`src/rtl/seg_scan_pkg.sv`:
```
`default_nettype none
// ============================================================================
//  Module      : seg_scan_pkg
//  Description : Shared constants and helpers for the multiplexed 7-segment
//                scan driver: digit count, nibble width, active-low segment
//                table, blank/off codes and one-hot decode functions.
//  Revision    : 1.0 - initial release
// ============================================================================
package seg_scan_pkg;

    localparam int DIGITS = 8;
    localparam int NIB_W  = 4;
    localparam int IDX_W  = 3;

    localparam logic [6:0]        SEG_BLANK = 7'h7F;
    localparam logic [DIGITS-1:0] AN_OFF    = 8'hFF;

    // Active-low segment patterns {g,f,e,d,c,b,a} for hex digits 0..F.
    localparam logic [6:0] HEX7 [16] = '{
        7'h40, 7'h79, 7'h24, 7'h30,
        7'h19, 7'h12, 7'h02, 7'h78,
        7'h00, 7'h10, 7'h08, 7'h03,
        7'h46, 7'h21, 7'h06, 7'h0E
    };

    // True when exactly one bit of s is set.
    function automatic logic is_onehot(input logic [DIGITS-1:0] s);
        return (s != '0) && ((s & (s - DIGITS'(1))) == '0);
    endfunction

    // Returns {valid, idx}; idx is the highest set bit, meaningful only when
    // valid is set.
    function automatic logic [IDX_W:0] onehot_idx(input logic [DIGITS-1:0] s);
        logic [IDX_W-1:0] idx;
        idx = '0;
        for (int i = 0; i < DIGITS; i++) begin
            if (s[i]) begin
                idx = IDX_W'(i);
            end
        end
        return {is_onehot(s), idx};
    endfunction

endpackage
`default_nettype wire

```
`src/rtl/hex7seg_dec.sv`:
```
`default_nettype none
// ============================================================================
//  Module      : hex7seg_dec
//  Description : Combinational hex nibble to active-low 7-segment decoder.
//  Ports       : i_nib   - 4-bit hex value
//                o_seg_n - segments {g,f,e,d,c,b,a}, active-low
//  Revision    : 1.0 - initial release
// ============================================================================
module hex7seg_dec
    import seg_scan_pkg::*;
(
    input  logic [NIB_W-1:0] i_nib,
    output logic [6:0]       o_seg_n
);

    assign o_seg_n = HEX7[i_nib];

endmodule
`default_nettype wire

```
`src/rtl/seg_scan_driver.sv`:
```
`default_nettype none
// ============================================================================
//  Module      : seg_scan_driver
//  Description : Drives an 8-digit multiplexed common-anode 7-segment display
//                from a one-hot digit select. A 32-bit display word is loaded
//                through a valid/ready handshake into a pending buffer and
//                promoted to the displayed word only at frame boundaries, so
//                one scan never mixes two words. Non-one-hot selects blank the
//                display and raise a sticky error flag.
//  Ports       : mclk       - system clock
//                rst        - asynchronous active-low reset
//                sel        - one-hot digit select (bit i = digit i)
//                wr_data    - new display word, digit i = bits [4i+3:4i]
//                wr_valid   - wr_data valid
//                wr_ready   - pending buffer empty
//                lz_cfg     - leading-zero suppression enable value
//                lz_we      - load lz_cfg
//                err_clr    - clear sel_err
//                an_n       - anode enables, active-low
//                seg_n      - segments {g,f,e,d,c,b,a}, active-low
//                frame_done - one-cycle pulse at each frame boundary
//                sel_err    - sticky: sel was seen not one-hot
//  Revision    : 1.0 - initial release
// ============================================================================
module seg_scan_driver #(
    parameter int DIGITS     = 8,      // only 8 is supported
    parameter bit LZ_DEFAULT = 1'b1
)(
    input  logic                  mclk,
    input  logic                  rst,
    input  logic [DIGITS-1:0]     sel,
    input  logic [4*DIGITS-1:0]   wr_data,
    input  logic                  wr_valid,
    output logic                  wr_ready,
    input  logic                  lz_cfg,
    input  logic                  lz_we,
    input  logic                  err_clr,
    output logic [DIGITS-1:0]     an_n,
    output logic [6:0]            seg_n,
    output logic                  frame_done,
    output logic                  sel_err
);

    import seg_scan_pkg::*;

    // ------------------------------------------------------------------------
    // Registers
    // ------------------------------------------------------------------------
    logic [DIGITS-1:0]       r_prev_sel;
    logic [NIB_W*DIGITS-1:0] r_disp;
    logic [NIB_W*DIGITS-1:0] r_pend;
    logic                    r_pend_full;
    logic                    r_lz_en;

    // ------------------------------------------------------------------------
    // Combinational
    // ------------------------------------------------------------------------
    logic [IDX_W:0]          w_sel_dec;
    logic                    w_sel_valid;
    logic [IDX_W-1:0]        w_sel_idx;
    logic                    w_prev_valid;
    logic                    w_boundary;
    logic                    w_swap;
    logic                    w_accept;
    logic [NIB_W*DIGITS-1:0] w_disp_eff;
    logic [NIB_W-1:0]        w_nib;
    logic [6:0]              w_hex_seg;
    logic [DIGITS-1:0]       w_upper_zero;
    logic [DIGITS-1:0]       w_blank;
    logic [DIGITS-1:0]       w_an_next;
    logic [6:0]              w_seg_next;
    logic                    w_err_next;

    assign w_sel_dec    = onehot_idx(sel);
    assign w_sel_valid  = w_sel_dec[IDX_W];
    assign w_sel_idx    = w_sel_dec[IDX_W-1:0];
    assign w_prev_valid = is_onehot(r_prev_sel);

    // A frame starts on entry to digit 0 from any other valid digit, so both
    // scan directions are covered and recovery from a bad select is not.
    assign w_boundary = (sel == DIGITS'(1)) && (r_prev_sel != DIGITS'(1))
                        && w_prev_valid;

    // Swap and accept are mutually exclusive: accept needs an empty buffer,
    // swap needs a full one. A word accepted on a boundary therefore waits
    // for the following boundary.
    assign w_swap   = w_boundary && r_pend_full;
    assign w_accept = wr_valid && !r_pend_full;
    assign wr_ready = ~r_pend_full;

    // Digit 0 of the boundary cycle already shows the incoming word.
    assign w_disp_eff = w_swap ? r_pend : r_disp;
    assign w_nib      = w_disp_eff[w_sel_idx*NIB_W +: NIB_W];

    hex7seg_dec u_hex (
        .i_nib   (w_nib),
        .o_seg_n (w_hex_seg)
    );

    // w_upper_zero[i]: nibbles i..DIGITS-1 of the shown word are all zero.
    generate
        for (genvar gi = 0; gi < DIGITS; gi++) begin : g_upper_zero
            assign w_upper_zero[gi] =
                ~|w_disp_eff[NIB_W*DIGITS-1:gi*NIB_W];
        end
    endgenerate

    // Digit 0 always shows, even for an all-zero word.
    assign w_blank = r_lz_en ? (w_upper_zero & ~DIGITS'(1)) : '0;

    always_comb begin
        w_an_next  = AN_OFF;
        w_seg_next = SEG_BLANK;
        if (w_sel_valid) begin
            w_an_next = ~(DIGITS'(1) << w_sel_idx);
            if (!w_blank[w_sel_idx]) begin
                w_seg_next = w_hex_seg;
            end
        end
    end

    // A new error overrides a simultaneous clear.
    assign w_err_next = !w_sel_valid || (sel_err && !err_clr);

    // ------------------------------------------------------------------------
    // State
    // ------------------------------------------------------------------------
    always_ff @(posedge mclk or negedge rst) begin
        if (!rst) begin
            r_prev_sel  <= '0;
            r_disp      <= '0;
            r_pend      <= '0;
            r_pend_full <= 1'b0;
            r_lz_en     <= LZ_DEFAULT;
            an_n        <= AN_OFF;
            seg_n       <= SEG_BLANK;
            frame_done  <= 1'b0;
            sel_err     <= 1'b0;
        end else begin
            r_prev_sel <= sel;
            an_n       <= w_an_next;
            seg_n      <= w_seg_next;
            frame_done <= w_boundary;
            sel_err    <= w_err_next;
            if (lz_we) begin
                r_lz_en <= lz_cfg;
            end
            if (w_swap) begin
                r_disp      <= r_pend;
                r_pend_full <= 1'b0;
            end
            if (w_accept) begin
                r_pend      <= wr_data;
                r_pend_full <= 1'b1;
            end
        end
    end

endmodule
`default_nettype wire

```
`config.mk`:
```
export PLATFORM = sky130hd
export DESIGN_NAME = seg_scan_driver
export DESIGN_NICKNAME = d
export VERILOG_FILES = /design/src/rtl/seg_scan_pkg.sv /design/src/rtl/hex7seg_dec.sv /design/src/rtl/seg_scan_driver.sv
export SDC_FILE = /design/constraint.sdc
export NUM_CORES = 1
export LEC_CHECK = 0
export ABC_CLOCK_PERIOD_IN_PS = 6900
export CORE_ASPECT_RATIO = 1.25
export CORE_UTILIZATION = 40
export DETAILED_ROUTE_END_ITERATION = 6
export PLACE_DENSITY = 0.62
export SYNTH_ARGS = -nofsm -noshare
export SYNTH_HDL_FRONTEND = slang
export SYNTH_HIERARCHICAL = 1
export SYNTH_SLANG_ARGS = --single-unit
```
`constraint.sdc`:
```
create_clock -name mclk -period 6.9 [get_ports mclk]
set_input_delay 1.035 -clock mclk [delete_from_list [all_inputs] [get_ports mclk]]
set_output_delay 1.035 -clock mclk [all_outputs]
set_load 0.05 [all_outputs]
```
; ---- Word-level counts from Yosys, hierarchy flattened
; Memories as Yosys holds them, arrays and structs flattened.
; Index checks and enable logic that the tools add are counted.
[word_totals]
ff_bits = 91
romBits = 112
in_bits = 46
out_inout_bits = 18
wordCells = 71
n_memories = 1
[mem_list]
columns = name, words, word_bits, rd, rd_clocked_by_memory_dff, wr, line_no
row1 = (name not given), 16, 7, 1, 0, 0, hex7seg_dec.sv:16  ; assign o_seg_n = HEX7[i_nib];
[op_classes]
add_sub_neg = 2
magnitude_cmp = 2
n_eq_ne = 2
shifts = 2
n_mux = 18
bitwise = 5
n_reduce_logical = 30
[op_table]
columns = cell, count
row1 = two-way mux 32 bit, 1
row2 = indexed part select 32 x 6 -> 4 bit, 1
row3 = two-way mux 7 bit, 4
row4 = OR reduction 28 bit, 1
row5 = OR reduction 24 bit, 1
row6 = OR reduction 20 bit, 1
row7 = bitwise AND 8 bit, 2
row8 = logical NOT 8 bit, 2
row9 = two-way mux 8 bit, 2
row10 = nonzero test 8 bit, 2
row11 = OR reduction 16 bit, 1
row12 = subtractor 8 x 1 -> 8 bit (second input constant), 2
row13 = two-way mux 3 bit, 4
row14 = OR reduction 12 bit, 1
row15 = logical NOT 1 bit, 10
row16 = equality test 8 x 1 -> 1 bit (second input constant), 1
row17 = != test 8 x 1 -> 1 bit (second input constant), 1
row18 = inverter 8 bit, 1
row19 = OR reduction 8 bit, 1
row20 = << shifter 1 x 3 -> 8 bit (first input constant), 1
row21 = logical AND 1 bit, 7
row22 = >= comparator 5 bit (second input constant), 1
row23 = inverter 4 -> 5 bit, 1
row24 = less-than comparator 3 x 4 -> 1 bit (second input constant), 1
row25 = other kinds (7), 11

; ---- Longest topological paths before layout
[depth]
ltp_word = 14
depth_mapped = 15
depth_no_buf = 13

; ---- Modules after synthesis
; The synthesis kept the hierarchy.
[modules_own_cells]
columns = mod, instances, cells_each, area_per_inst_um2, seq_area_each_um2
row1 = seg_scan_driver, 1, 379, 4170.2, 2297.2
row2 = hex7seg_dec, 1, 32, 275.3, 0.0

; ---- Worst setup path after synthesis
; No wires, ideal clock.
[synth_timing]
path_kind = input -> register
startpoint = in sel[4]
endpoint = reg seg_n[3]
setup_time_ps = 82
t_arrival_ps = 3926
required_time_ps = 6818
slack_ps = 2892
cell_stages = 14
path_buffers = 2
cell_sequence = buf_2 > nor4_2 > nand2_1 > nor2_1 > nand4b_4 > buf_2 > mux2i_1 > mux2i_1 > o211ai_1 > inv_1 > ha_1 > inv_1 > mux4_1 > nand2b_1
[synth_between]
elab_chain_cells = 12
elab_cells_between_ends = 38
cone_classes = add/sub: 1 / eq/ne: 1 / shift: 1 / mux: 12 / bitwise: 2 / reduce/logical: 20 / memory: 1
[synth_lines]
columns = element, line_no
row1 = start: declaration, seg_scan_driver.sv:31  ; input logic [DIGITS-1:0] sel,
row2 = equality test 8 x 1 -> 1 bit, seg_scan_driver.sv:81  ; assign w_boundary = (sel == DIGITS'(1)) && (r_prev_sel != DIGITS'(1))
row3 = logical AND 1 bit, seg_scan_driver.sv:81
row4 = logical AND 1 bit, seg_scan_driver.sv:82  ; && w_prev_valid;
row5 = logical AND 1 bit, seg_scan_driver.sv:87  ; assign w_swap = w_boundary && r_pend_full;
row6 = two-way mux 32 bit, --
row7 = indexed part select 32 x 6 -> 4 bit (*), seg_scan_driver.sv:93  ; assign w_nib = w_disp_eff[w_sel_idx*NIB_W +: NIB_W];
row8 = named net w_nib[1], seg_scan_driver.sv:66  ; logic [NIB_W-1:0] w_nib;
row9 = inverter 4 -> 5 bit (not written as such) (*), hex7seg_dec.sv:16
row10 = memory (16 x 7 bit) (*), --
row11 = two-way mux 7 bit (not written as such) (*) (2 in series), hex7seg_dec.sv:16
row12 = named net w_hex_seg[3], seg_scan_driver.sv:67  ; logic [6:0] w_hex_seg;
row13 = two-way mux 7 bit (*), seg_scan_driver.sv:116  ; if (!w_blank[w_sel_idx]) begin
row14 = two-way mux 7 bit (*), seg_scan_driver.sv:114  ; if (w_sel_valid) begin
row15 = named net w_seg_next[3], seg_scan_driver.sv:71  ; logic [6:0] w_seg_next;
row16 = end signal: assignment, seg_scan_driver.sv:142  ; seg_n <= w_seg_next;
row17 = end: declaration, seg_scan_driver.sv:39  ; output logic [6:0] seg_n,
; Mark *: on every way through the listed nets, which the timed path passes. The rest lies on a longest branch. The select of a mux whose other input is x is not followed.
; A chain may end at the register's enable or synchronous reset.

; ---- Worst setup path in the final report
[layout_timing]
startpoint = in sel[4]
endpoint = reg seg_n[3]
[layout_between]
elab_chain_cells = 12
elab_cells_between_ends = 38
cone_classes = add/sub: 1 / eq/ne: 1 / shift: 1 / mux: 12 / bitwise: 2 / reduce/logical: 20 / memory: 1
[layout_lines]
columns = element, line_no
row1 = equality test 8 x 1 -> 1 bit, seg_scan_driver.sv:81
row2 = logical AND 1 bit, seg_scan_driver.sv:81
row3 = logical AND 1 bit, seg_scan_driver.sv:82
row4 = logical AND 1 bit, seg_scan_driver.sv:87
row5 = two-way mux 32 bit, --
row6 = named net w_disp_eff[0], seg_scan_driver.sv:65  ; logic [NIB_W*DIGITS-1:0] w_disp_eff;
row7 = indexed part select 32 x 6 -> 4 bit, seg_scan_driver.sv:93
row8 = named net w_nib[0], seg_scan_driver.sv:66
row9 = inverter 4 -> 5 bit (not written as such), hex7seg_dec.sv:16
row10 = memory (16 x 7 bit), --
row11 = two-way mux 7 bit (not written as such) (2 in series), hex7seg_dec.sv:16
row12 = named net w_hex_seg[3], seg_scan_driver.sv:67
row13 = two-way mux 7 bit, seg_scan_driver.sv:116
row14 = two-way mux 7 bit, seg_scan_driver.sv:114
row15 = named net w_seg_next[3], seg_scan_driver.sv:71
; The timed path passes the listed nets, and every way through them passes these cells. The select of a mux whose other input is x is not followed.

==> metrics.txt <==
CTS Sinks 91; max-slew violations 0; startpoint type of the worst setup path input port; Core ar. 10,700 sq um; r2r setup slk ~2700 ps; pre-CTS setup slack 1470 ps; P per Cell Area approximately 220 nW/um^2; Cell Area, Synth about 4400 sq um; area of the multi-input gates 2020 sq um; Starting DRT DRC Count 165; vias in the first global route 3,113; H-tree depth 3; worst endpoint required time 7160 ps; Area Growth Syn to Fin 23.3%; Hold Path Class reg2reg; Setup TNS 0 ps; mean routed wirelength per cell 16.3 um; Die H 120 um; # setup viols final 0; Nets around 520; Max Cap Viol 0; Yosys reg bits 91; final WL 9.88 mm; starting density of the core 41.5%; antenna diode count 0; status finished clean; Mapped Cells 411; number of port buffers 63; final hold vios 0; hold bufs inserted after CTS 0; layout cells sized above 1 18.5%; filler cell count 1,001; syn avg cell area 10.8 sq um; CTS resizes 0; total I/O pin count 64; Mapped Nets 464; hold path cells 2; setup ws final 1840 ps; Remaining DRCs 0; number of flops mapped to enable cells by yosys 0; RSZ-0062 raised after global routing false; total gr overflow 0; via count 3,248; antenna-violating nets left 0; reg2reg start r_prev_sel[3]; ratio of final minimum period to clock period around 73%; CP endpoint kind flop; sequential share of the synthesized area between 50% and 60%; CTS tree built; worst r2r dst seg_n[3]; Worst R2R Path Depth 12; leading area contributor after synthesis dfrtp_1; hold path startpoint r_disp[2]; crit-path max FO 39; Slew HR 35.9%; post-synthesis async set-or-reset flop share 100%; clock latency at the later pin of the worst-skew pair 350 ps; Worst Hold End r_disp[2]; largest net degree at the start of global routing 69; Setup Skew 8.13 ps; share of the synthesized area in the top cell type between 40% and 50%; crit path DAT 5320 ps; Worst-path clk slew 60 ps; DIE WIDTH 96.3 um; Total GRT Usage around a fifth; Inserted Clock Buffers 9; Setup Fix Bufs, Post-CTS 0; GPL Wtd Cong 0.823; Worst VDD drop 106 uV; critical setup path kind in2reg; top post-synthesis cells by area dfrtp_1, dfstp_2, nand2_1, mux2_2, mux2i_1; Site Rows 42; synth warn 6; clk buf depth 2; number of iterations in the first detailed-routing pass 4; first-pass GRT wire length 16.0 mm; Worst-Margin Slew 960 ps; initial antenna violation count 0; die area between 10,000 and 15,000 sq um; minimum clock period 5060 ps; DPL Wire Length ~7.0 mm; FMAX 0.198 GHz; Lkg Pwr between 2 and 2.5 nW; Main synth FF type dfrtp_1; Root Buffer Master clkbuf_16; Vias per Instance 5.35; sequential cell area between 2000 and 2500 sq um; Synth cell types 55
## Yosys cell counts (2+ instances only)
master and number:
nand3_1 8, dfrtp_1 75, mux2i_1 25, clkbuf_1 5, nor3_1 2, a21oi_1 9
o21ai_1 2, nand2b_1 7, or3_1 2, mux2_2 35, ha_1 7, or3b_1 2
or4_4 2, dfstp_2 16, o21bai_1 2, buf_6 3, o21ai_0 5, o2111a_1 2
o211ai_1 7, nor4_1 13, nor3b_1 3, a22o_1 3, inv_1 8, o41ai_1 2
nor2_1 19, o31ai_1 2, nand2_1 106, maj3_1 2, a211oi_2 2, buf_2 8
buf_1 3
## critical path, stage by stage
cell	delay (ps)
clkdlybuf4s50_1	600
nor4_2	660
o2111a_1	290
o2111a_2	740
mux2_4	290
nand3_1	60
and3_1	170
o22ai_2	320
inv_1	160
ha_1	310
inv_1	50
mux4_1	470
nand2b_1	150
## stage by stage
stage | instances | util (%) | cell area, sq um | power, W | hold slack [ps]
4_1_cts | 607 | 51.1 | 5480 | 0.00123 | 474
3_5_place_dp | 591 | 48.2 | 5170 | 0.000709 | 458
6_report | 607 | 51.1 | 5480 | 0.00121 | 472
3_3_place_gp | 591 | 48.2 | 5170 | 0.000706 | 444
2_1_floorplan | 411 | - | 4450 | 0.000648 | 432
5_1_grt | 607 | 51.1 | 5480 | 0.00127 | 502
## routing by layer
| metal | track usage (%) | up-vias | part of all wire [%] |
|---|---|---|---|
| li1 | - | 1558 | - |
| met1 | 24.0 | 1601 | 44 |
| met2 | 30.1 | 73 | 50 |
| met3 | 4.56 | 16 | 3.8 |
| met4 | 6.80 | 0 | 2.1 |
| met5 | 0 | - | 0 |
## power by group
group          switching, W  internal [W]  leakage (nW)
Clock              0.000198      0.000316         0.150
Sequential        0.0000246      0.000561          1.14
Combinational     0.0000523     0.0000595          1.16
Total              0.000275      0.000937          2.45
## cells by family (layout without fill, tap and decap cells)
| kind of cell | after synthesis | count (layout) | synth area share, % |
|---|---|---|---|
| and+or+nand+nor | 172 | 172 | 18.0 |
| muxes | 63 | 63 | 15.7 |
| DFF | 91 | 91 | 51.7 |
| AOI/OAI and AO/OA | 49 | 49 | 9.26 |
| buffers and inverters | 27 | 91 | 3.01 |
| adders and majority gates | 9 | 9 | 2.42 |
## sequential cells by signal, summed over array words and instances (netlist names)
signal,flops
r_pend_full,1
an_n,8
seg_n,7
frame_done,1
sel_err,1
r_disp,32
r_pend,32
r_prev_sel,8
r_lz_en,1
## cells in the final DEF, fill, tap and decap left out, types with 2 or more instances in the layout
master | synthesis | final
nand2_1 | 106 | 106
dfrtp_1 | 75 | 75
clkdlybuf4s50_1 | 0 | 62
mux2_2 | 35 | 35
mux2i_1 | 25 | 25
nor2_1 | 19 | 19
dfstp_2 | 16 | 16
nor4_1 | 13 | 13
a21oi_1 | 9 | 9
clkbuf_16 | 0 | 9
inv_1 | 8 | 8
nand3_1 | 8 | 8
o211ai_1 | 7 | 7
nand2b_1 | 7 | 7
ha_1 | 7 | 7
o21ai_0 | 5 | 5
buf_4 | 0 | 5
nor3b_1 | 3 | 3
a22o_1 | 3 | 3
or4_4 | 2 | 2
or3_1 | 2 | 2
o41ai_1 | 2 | 2
maj3_1 | 2 | 2
o21ai_1 | 2 | 2
o2111a_1 | 2 | 2
nor3_1 | 2 | 2
or3b_1 | 2 | 2
o21bai_1 | 2 | 2
a211oi_2 | 2 | 2
bufinv_16 | 0 | 2
clkbuf_1 | 5 | 2
clkinv_2 | 0 | 2
## worst max-delay path by stage
| stage | depth (start not counted) | slack (ps) | from | endpoint |
|---|---|---|---|---|
| after detailed placement | 13 | 1470 | sel[4] | seg_n[3] |
| final | 13 | 1840 | sel[4] | seg_n[3] |
| after global placement | 13 | 1580 | sel[4] | seg_n[3] |
| after global routing | 13 | 1560 | sel[4] | seg_n[3] |
| after CTS | 13 | 1830 | sel[4] | seg_n[3] |
| after floorplan | 14 | 2890 | sel[4] | seg_n[3] |
## cell type report
cell class,count,share of cell area (%)
clock buffers,11,4.24
clock inverters,5,1.41
inverters,8,0.548
multi-input cells,293,36.9
flip-flops and latches,91,41.9
well taps,132,3.01
repair buffers,67,12.0
Power figures use the tool's default switching activity.
